[config.mk]
export PLATFORM = sky130hd
export DESIGN_NAME = instr_mem_loader_flat
export DESIGN_NICKNAME = d
export VERILOG_FILES = /design/src/rtl/instr_mem_loader_if.sv /design/src/rtl/instr_mem_loader.sv /design/src/flat_wrapper.sv
export SDC_FILE = /design/constraint.sdc
export NUM_CORES = 1
export LEC_CHECK = 0
export CORE_AREA = 2 2 77 116
export CTS_CLUSTER_DIAMETER = 40
export DETAILED_ROUTE_END_ITERATION = 16
export DIE_AREA = 0 0 79 118
export PLACE_DENSITY = 0.81
export SYNTH_ARGS = -nofsm -noshare
export SYNTH_HDL_FRONTEND = slang
export SYNTH_SLANG_ARGS = --single-unit
[constraint.sdc]
create_clock -name clk -period 2.2 [get_ports clk]
set_input_delay 0.33 -clock clk [delete_from_list [all_inputs] [get_ports clk]]
set_output_delay 0.33 -clock clk [all_outputs]
set_load 0.005 [all_outputs]
[src/rtl/instr_mem_loader_if.sv]
// Byte-stream input and instruction-memory write bundle for the program loader.
// The loader takes the slave side; the stream source / system takes the master side.
interface instr_mem_loader_if #(
   parameter int INS_ADDRESS = 32,
   parameter int INS_W       = 32
);
   logic                   start;
   logic                   abort;
   logic [7:0]             in_data;
   logic                   in_valid;
   logic                   in_ready;
   logic                   wr_en;
   logic [INS_ADDRESS-1:0] wr_addr;
   logic [INS_W-1:0]       wr_data;
   logic                   cpu_hold;
   logic                   done;
   logic                   error;

   modport slave (
      input  start, abort, in_data, in_valid,
      output in_ready, wr_en, wr_addr, wr_data, cpu_hold, done, error
   );

   modport master (
      output start, abort, in_data, in_valid,
      input  in_ready, wr_en, wr_addr, wr_data, cpu_hold, done, error
   );
endinterface

[src/rtl/instr_mem_loader.sv]
// Framed byte-stream loader: length, N little-endian words, XOR checksum.
// Writes each assembled word to instruction memory and holds the core while loading.
module instr_mem_loader #(
   parameter int INS_ADDRESS = 32,
   parameter int INS_W       = 32,
   parameter int MAX_WORDS   = 8
) (
   input  logic              clk,
   input  logic              reset_n,
   instr_mem_loader_if.slave bus
);
   localparam int         WW    = $clog2(MAX_WORDS + 1);
   localparam logic [7:0] MAX_N = 8'(MAX_WORDS);

   typedef enum logic [2:0] {IDLE, LEN, DATA, CSUM, DONE, ERR} state_t;

   state_t                 state_q, state_d;
   logic [WW-1:0]          n_q, n_d;
   logic [WW-1:0]          word_idx_q, word_idx_d;
   logic [1:0]             byte_idx_q, byte_idx_d;
   logic [7:0]             acc_q, acc_d;
   logic [INS_W-1:0]       word_q, word_d;
   logic                   wr_en_q, wr_en_d;
   logic [INS_ADDRESS-1:0] wr_addr_q, wr_addr_d;
   logic [INS_W-1:0]       wr_data_q, wr_data_d;
   logic                   cpu_hold_q, cpu_hold_d;
   logic                   done_q, done_d;
   logic                   error_q, error_d;

   logic                   loading;
   logic                   in_ready;
   logic                   accept;
   logic [INS_W-1:0]       word_shift;

   assign loading  = (state_q == LEN) || (state_q == DATA) || (state_q == CSUM);
   assign in_ready = loading && !bus.abort;
   assign accept   = in_ready && bus.in_valid;

   // Incoming byte lands in lane byte_idx; other lanes keep what is already assembled.
   for (genvar gi = 0; gi < 4; gi++) begin : g_lane
      assign word_shift[8*gi +: 8] = (byte_idx_q == 2'(gi)) ? bus.in_data : word_q[8*gi +: 8];
   end

   always_comb begin
      state_d    = state_q;
      n_d        = n_q;
      word_idx_d = word_idx_q;
      byte_idx_d = byte_idx_q;
      acc_d      = acc_q;
      word_d     = word_q;
      wr_en_d    = 1'b0;
      wr_addr_d  = wr_addr_q;
      wr_data_d  = wr_data_q;
      cpu_hold_d = cpu_hold_q;
      done_d     = done_q;
      error_d    = error_q;

      case (state_q)
         IDLE, DONE, ERR: begin
            if (bus.start) begin
               state_d    = LEN;
               done_d     = 1'b0;
               error_d    = 1'b0;
               cpu_hold_d = 1'b1;
               word_idx_d = '0;
               byte_idx_d = '0;
               acc_d      = '0;
               word_d     = '0;
            end
         end
         LEN: begin
            if (bus.abort) begin
               state_d = ERR;
            end else if (accept) begin
               if ((bus.in_data == 8'd0) || (bus.in_data > MAX_N)) begin
                  state_d = ERR;
               end else begin
                  n_d     = WW'(bus.in_data);
                  state_d = DATA;
               end
            end
         end
         DATA: begin
            if (bus.abort) begin
               state_d = ERR;
            end else if (accept) begin
               word_d     = word_shift;
               acc_d      = acc_q ^ bus.in_data;
               byte_idx_d = byte_idx_q + 2'd1;
               if (byte_idx_q == 2'd3) begin
                  wr_en_d    = 1'b1;
                  wr_addr_d  = INS_ADDRESS'(word_idx_q) << 2;
                  wr_data_d  = word_shift;
                  word_idx_d = word_idx_q + 1'b1;
                  if (word_idx_d == n_q) begin
                     state_d = CSUM;
                  end
               end
            end
         end
         CSUM: begin
            if (bus.abort) begin
               state_d = ERR;
            end else if (accept) begin
               state_d = (bus.in_data == acc_q) ? DONE : ERR;
            end
         end
         default: state_d = IDLE;
      endcase

      // Terminal states only entered from a load; flags and hold update on the same edge.
      if (loading && (state_d == DONE)) begin
         done_d     = 1'b1;
         cpu_hold_d = 1'b0;
      end
      if (loading && (state_d == ERR)) begin
         error_d    = 1'b1;
         cpu_hold_d = 1'b0;
      end
   end

   always_ff @(posedge clk or negedge reset_n) begin
      if (!reset_n) begin
         state_q    <= IDLE;
         n_q        <= '0;
         word_idx_q <= '0;
         byte_idx_q <= '0;
         acc_q      <= '0;
         word_q     <= '0;
         wr_en_q    <= 1'b0;
         wr_addr_q  <= '0;
         wr_data_q  <= '0;
         cpu_hold_q <= 1'b0;
         done_q     <= 1'b0;
         error_q    <= 1'b0;
      end else begin
         state_q    <= state_d;
         n_q        <= n_d;
         word_idx_q <= word_idx_d;
         byte_idx_q <= byte_idx_d;
         acc_q      <= acc_d;
         word_q     <= word_d;
         wr_en_q    <= wr_en_d;
         wr_addr_q  <= wr_addr_d;
         wr_data_q  <= wr_data_d;
         cpu_hold_q <= cpu_hold_d;
         done_q     <= done_d;
         error_q    <= error_d;
      end
   end

   assign bus.in_ready = in_ready;
   assign bus.wr_en    = wr_en_q;
   assign bus.wr_addr  = wr_addr_q;
   assign bus.wr_data  = wr_data_q;
   assign bus.cpu_hold = cpu_hold_q;
   assign bus.done     = done_q;
   assign bus.error    = error_q;
endmodule

[src/flat_wrapper.sv]
// flat-port wrapper written by rule: the top's interface ports become plain ports
module instr_mem_loader_flat 
#(
   parameter int INS_ADDRESS = 32,
   parameter int INS_W       = 32,
   parameter int MAX_WORDS   = 8
)
  (clk, reset_n, bus_start, bus_abort, bus_in_data, bus_in_valid, bus_in_ready, bus_wr_en, bus_wr_addr, bus_wr_data, bus_cpu_hold, bus_done, bus_error);
  instr_mem_loader_if #(.INS_ADDRESS(INS_ADDRESS), .INS_W(INS_W)) bus_i ();
  input  logic clk;
  input  logic reset_n;
  input wire logic [$bits(bus_i.start)-1:0] bus_start;
  input wire logic [$bits(bus_i.abort)-1:0] bus_abort;
  input wire logic [$bits(bus_i.in_data)-1:0] bus_in_data;
  input wire logic [$bits(bus_i.in_valid)-1:0] bus_in_valid;
  output wire logic [$bits(bus_i.in_ready)-1:0] bus_in_ready;
  output wire logic [$bits(bus_i.wr_en)-1:0] bus_wr_en;
  output wire logic [$bits(bus_i.wr_addr)-1:0] bus_wr_addr;
  output wire logic [$bits(bus_i.wr_data)-1:0] bus_wr_data;
  output wire logic [$bits(bus_i.cpu_hold)-1:0] bus_cpu_hold;
  output wire logic [$bits(bus_i.done)-1:0] bus_done;
  output wire logic [$bits(bus_i.error)-1:0] bus_error;
  assign bus_i.start = bus_start;
  assign bus_i.abort = bus_abort;
  assign bus_i.in_data = bus_in_data;
  assign bus_i.in_valid = bus_in_valid;
  assign bus_in_ready = bus_i.in_ready;
  assign bus_wr_en = bus_i.wr_en;
  assign bus_wr_addr = bus_i.wr_addr;
  assign bus_wr_data = bus_i.wr_data;
  assign bus_cpu_hold = bus_i.cpu_hold;
  assign bus_done = bus_i.done;
  assign bus_error = bus_i.error;
  instr_mem_loader #(.INS_ADDRESS(INS_ADDRESS), .INS_W(INS_W), .MAX_WORDS(MAX_WORDS)) u_core (.clk(clk), .reset_n(reset_n), .bus(bus_i));
endmodule
==> results.cfg, run 1 <==
[outcome]
outcome = complete, no violations

[sta]
max_slew.worst_pin.slew_ps = 628
max_freq_ghz = 0.488
fin_crit_sh_pct = 93.1
setup_tns_ps = 0
min_period_ps = 2050
slew-limit-headroom_pct = 58.1
rsz0062_at_grt = no
final_hold_viol_count = 0
finalMaxSlewViolations = 0
fin_ws_ps = 152
worst_clock_skew_ps = 5.98
setup_viol = 0

[detailed_routing]
wl_per_cell_um = 16.0
drc = 0
viasPerCell = 5.39
drtPass1Iterations = 4
final_antenna_net_count = 0
drtIter0Drc = 234
wl_um = 9100
num_vias = 3075

[place]
hpwl_um = 6340
place_area_um2 = 4710
place.gp.congestion = 0.871
pre_cts_ws_ps = 14.3
io_buffers = 53

[power]
pwr-share-comb_pct = 14.9
power_switching_mw = 0.979
power_mw = 3.59
ir_drop_mv = 0.420
power.density_nw_per_um2 = 720
p_int_mw = 2.61
swShare_pct = 27.3
p_clk_share_pct = 38.3
power_leakage_nw = 2.29
p_seq_share_pct = 46.7

[global_route]
globalRoute.totalOverflow = 0
track_usage_pct = 20.8
grt_pass1_vias = 3125
grt_max_degree = 51
antenna_found_initial = 0
grt_first_pass_wirelength_um = 14900

[floorplanning]
fp.dieW_um = 79
dieHeight_um = 118
ios = 82
rows = 41
dieArea_um2 = 9320
start_util_pct = 49.2
core_um2 = 8310

[final_layout]
drive_gt1_share_pct = 10.8
final_util_pct = 60.0
area_delta_synth_final_pct = 22.0
layout.nets = 476
final_common_cell = dfrtp_1
final_cell_mix = dfrtp_1, nand2_1, clkdlybuf4s50_1
antennaDiodeCount = 0
fin_area_um2 = 4990

[synth]
async_flop_share_pct = 100
syn_area_um2 = 4090
yosysWarnings = 0
synth_edf_count = 0
synth_area_per_cell_um2 = 10.2
ys_types = 44
synth_flop_cell = dfrtp_1
syn_inst = 400
yosysSeqAreaShare_pct = 52.0
ys_ff_latch = 85

[worst_setup_path]
slowest_delay_ps = 420
r2r-end = u_core.bus.done$_DFFE_PN0P_
crit_path_start_kind = flop
crit_buf_inv = 1
path_class = reg2reg
worst_setup_path_end_kind = flop
slowest_stage = dfrtp_1
worstPathCellList = ha_1, xor2_1, a311o_1, a2111oi_2, a211oi_2, inv_2, o21ai_1
rr_worst_depth = 7
regToRegSetupSlack_ps = 150
required_ps = 2420
crit_start = u_core.word_idx_q[1]$_DFFE_PN0P_
reg2reg_from = u_core.word_idx_q[1]$_DFFE_PN0P_
cp_num_cells = 7
critPathTopFamily = compound AO/OA/AOI/OAI gates
worstPathArrival_ps = 2260
path_max_fanout = 4

[clock_network]
cts_resized = 0
path_clk_slew_ps = 60
cts_buffers = 9
cts_tree = done
cts_sinks = 85
clockRootBuffer = clkbuf_16
cts_setup_buffers = 0
hold_buffers = 0
clock_latency_ps = 340
cts_buffer_depth = 2
htreeDepth = 3

[job]
drv_cap = 0

[hold_path]
hp-class = in2async
[logic make-up (layout without fill, tap and decap cells)]
logic type      after synthesis  count (layout)  share of synthesized area [%]
fa+ha+maj                     5               5                           1.53
compound gates               88              88                           15.3
flops                        85              85                           52.0
simple gates                115             115                           12.1
mux                          29              29                           7.22
other cells                   1              28                         0.0917
buf+inv                      62              98                           8.54
xor+xnor                     15              15                           3.21
[per-stage QoR]
stage	instances	hold slack [ps]
2_1_floorplan	427	34.4
3_3_place_gp	554	375
3_5_place_dp	554	387
4_1_cts	570	28.2
5_1_grt	570	57.0
6_report	570	7.55
[cell usage after synthesis, types with 2 or more instances]
master    instances  area (um2)
buf_4            28         210
o21ai_0          13        65.1
nand2b_1          2        12.5
dfrtp_1          85        2130
nor3_1            2        10.0
nand4_1           3        18.8
nand2_1          80         300
ha_1              5        62.6
xnor2_1          12         105
o21ai_1          38         190
nand3_1           7        35.0
inv_2             2        7.51
mux2_1            4        45.0
clkbuf_1         18        67.6
a32o_1           24         240
nor2_1           11        41.3
inv_1             4        15.0
xor2_1            3        26.3
o31ai_1           2        15.0
mux2i_1          25         250
buf_2             9        45.0
[how the worst max path moves through the flow]
stage / to / slack, ps
after floorplan: u_core.bus.done$_DFFE_PN0P_ / 350
after global placement: u_core.bus.done$_DFFE_PN0P_ / 70
after detailed placement: u_core.bus.done$_DFFE_PN0P_ / 10
after CTS: u_core.bus.done$_DFFE_PN0P_ / 140
after global routing: u_core.bus.done$_DFFE_PN0P_ / 10
final: u_core.bus.done$_DFFE_PN0P_ / 150
[flip-flops by register name, summed over array words and instances (netlist names), 2 cells and up]
signal              count
u_core.bus.wr_data     32
u_core.word_idx_q       4
u_core.word_q          24
u_core.acc_q            8
u_core.n_q              4
u_core.bus.wr_addr      4
u_core.byte_idx_q       2
u_core.state_q          3
[power by group through the flow]
stage | sequential (mW) | combinational (mW) | clock [mW]
2_1_floorplan | 1.70 | 0.338 | 0
3_3_place_gp | 1.70 | 0.516 | 0
6_report | 1.68 | 0.537 | 1.38
3_5_place_dp | 1.71 | 0.530 | 0
5_1_grt | 1.69 | 0.596 | 1.48
4_1_cts | 1.68 | 0.535 | 1.41
[cell type report]
type | count | area [um2]
timing repair buffer | 76 | 713
sequential | 85 | 2130
clock buffer | 9 | 225
multi-input combinational | 280 | 1710
tap | 107 | 134
fill | 672 | 3320
inverter | 6 | 22.5
clock inverter | 7 | 51.3
[layer usage]
metal	vias up	global-route usage (%)	share of wire, %
met2	98	34.3	52
li1	1448	-	-
met5	-	0	0
met3	30	4.45	4.6
met1	1499	24.8	39
met4	0	11.6	3.9
No activity file was read; power rests on OpenSTA's default activity.
==> run 2, diff against run 1 <==
--- a/config.mk
+++ b/config.mk
@@ -5,11 +5,11 @@
 export SDC_FILE = /design/constraint.sdc
 export NUM_CORES = 1
 export LEC_CHECK = 0
-export CORE_AREA = 2 2 77 116
+export CORE_AREA = 2 2 87 131
 export CTS_CLUSTER_DIAMETER = 40
 export DETAILED_ROUTE_END_ITERATION = 16
-export DIE_AREA = 0 0 79 118
-export PLACE_DENSITY = 0.81
+export DIE_AREA = 0 0 89 133
+export PLACE_DENSITY = 0.66
 export SYNTH_ARGS = -nofsm -noshare
 export SYNTH_HDL_FRONTEND = slang
 export SYNTH_SLANG_ARGS = --single-unit
==> run 2 against run 1 <==
Sequential share of layout area decreased by 0.50 points; clock power increased by 6%; first-iteration DRC count decreased by 28%; global-route usage decreased by 4.2 points; routed wire length increased by 1.5%; critical endpoint unchanged.
==> results.cfg, run 2 (synthesis results as in run 1) <==
[clock_network]
htreeDepth = 3
clock_latency_ps = 340
cts_buffers = 9
cts_buffer_depth = 2
cts_setup_buffers = 0
clockRootBuffer = clkbuf_16
path_clk_slew_ps = 60
cts_sinks = 85
cts_tree = done

[global_route]
grt_max_degree = 67
grt_first_pass_wirelength_um = 15200
gr-max-usage-layer = met2
track_usage_pct = 16.6
antenna_found_initial = 0
use_met1_pct = 20.6
grtUsageMet2_pct = 27.2
grt_pass1_vias = 3111
globalRoute.totalOverflow = 0
met3_usage_pct = 2.31

[floorplanning]
core_um2 = 10800
rows = 47
fp.dieW_um = 89
ios = 82
start_util_pct = 37.8
dieArea_um2 = 11800
dieHeight_um = 133

[worst_setup_path]
path_class = reg2reg
worstPathArrival_ps = 2220
worst_setup_path_end_kind = flop
required_ps = 2410
path_max_fanout = 4
crit_path_start_kind = flop

[place]
place_inst = 591
hpwl_um = 6560
place.gp.congestion = 0.827
io_buffers = 53

[final_layout]
final_common_cell = dfrtp_1
drive_gt1_share_pct = 9.54
area_delta_synth_final_pct = 23.4
final_cell_mix = dfrtp_1, nand2_1, clkdlybuf4s50_1
fin_cells = 608
layout.nets = 474
antennaDiodeCount = 0
final_util_pct = 46.6
largest_reg_flops = 32

[detailed_routing]
wl_um = 9240
wl_per_cell_um = 15.2
drc = 0
final_antenna_net_count = 0
drtPass1Iterations = 4
num_vias = 3008
viasPerCell = 4.95
drtIter0Drc = 169

[sta]
fin_crit_sh_pct = 91.4
max_freq_ghz = 0.497
min_period_ps = 2010
finalMaxSlewViolations = 0
max_slew.worst_pin.slew_ps = 633
rsz0062_at_grt = no
final_hold_viol_count = 0
setup_viol = 0
slew-limit-headroom_pct = 57.5
worst_clock_skew_ps = 5.13

[power]
ir_drop_mv = 0.384
power.density_nw_per_um2 = 731
power_leakage_nw = 2.30

[hold_path]
hp-class = in2async

[outcome]
outcome = complete, no violations

[job]
drv_cap = 0
-- run 2: cell types whose count changed in the layout (fill, tap and decap cells not counted), sizes merged --
| cell | change |
|---|---|
| buf | -3 |
| clkinvlp | -2 |
| dlygate4sd3 | +1 |
| bufinv | +1 |
| clkinv | -1 |
| inv | -1 |
| clkbuf | +3 |
-- run 2: through the flow --
step                      setup TNS, ps  hold slack, ps  worst slack, ps  total power [mW]  instance area (um2)
after floorplan                       0            34.4              349              2.03                 4190
after global placement                0             293             3.53              2.24                 4750
after detailed placement          -7.58             297            -7.58              2.25                 4750
after CTS                             0             481              181              3.71                 5040
after global routing                  0             505             4.70              3.85                 5040
final                                 0             468              189              3.69                 5040
-- run 2: path summary, 6_finish.rpt --
path                                                  startpoint                            endpoint  slack (ps)  cells after the start
worst max-delay path            u_core.word_idx_q[1]$_DFFE_PN0P_         u_core.bus.done$_DFFE_PN0P_         190                      7
worst min-delay path                                     reset_n  u_core.bus.wr_data[11]$_DFFE_PN0P_         470                      2
worst max register to register  u_core.word_idx_q[1]$_DFFE_PN0P_         u_core.bus.done$_DFFE_PN0P_         190                      7
worst min register to register   u_core.bus.cpu_hold$_DFFE_PN0P_     u_core.bus.cpu_hold$_DFFE_PN0P_         490                      1
max in group asynchronous                                reset_n         u_core.acc_q[6]$_DFFE_PN0P_        1110                      3
min in group clk                 u_core.bus.cpu_hold$_DFFE_PN0P_     u_core.bus.cpu_hold$_DFFE_PN0P_         490                      1
-- run 2: area by class of cell --
cell class / instances / area [um2]
Sequential cell: 85 / 2130
Clock inverter: 4 / 48.8
Tap cell: 147 / 184
Multi-Input combinational cell: 280 / 1710
Fill cell: 1015 / 5780
Timing Repair Buffer: 74 / 713
Clock buffer: 12 / 236
Inverter: 6 / 22.5
-- run 2: layer usage --
metal  routed length (um)  vias up  part of all wire, %
met4                  294        0                  3.2
met5                    0        -                    0
met2                 4880       82                   53
met1                 3730     1464                   40
met3                  335       21                  3.6
li1                     -     1441                    -
-- run 2: report_power, final --
group          switching, mW  internal (mW)  leakage, nW
Combinational          0.316          0.231        0.981
Clock                  0.585          0.878        0.141
Sequential            0.0550           1.62         1.18
Total                  0.955           2.73         2.30
-- run 2: what timing repair did --
| action | in CTS | in global routing |
|---|---|---|
| hold buffers | 1 | 0 |
| resized for setup | 0 | 0 |
| endpoints found under the hold margin | 32 | 0 |
-- run 2: worst max-delay path: stages (launching register included) --
cell and delay [ps]:
dfrtp_1 420, ha_1 350, xor2_1 180, a311o_1 340, a2111oi_2 350, a211oi_2 110
inv_2 70, o21ai_1 60
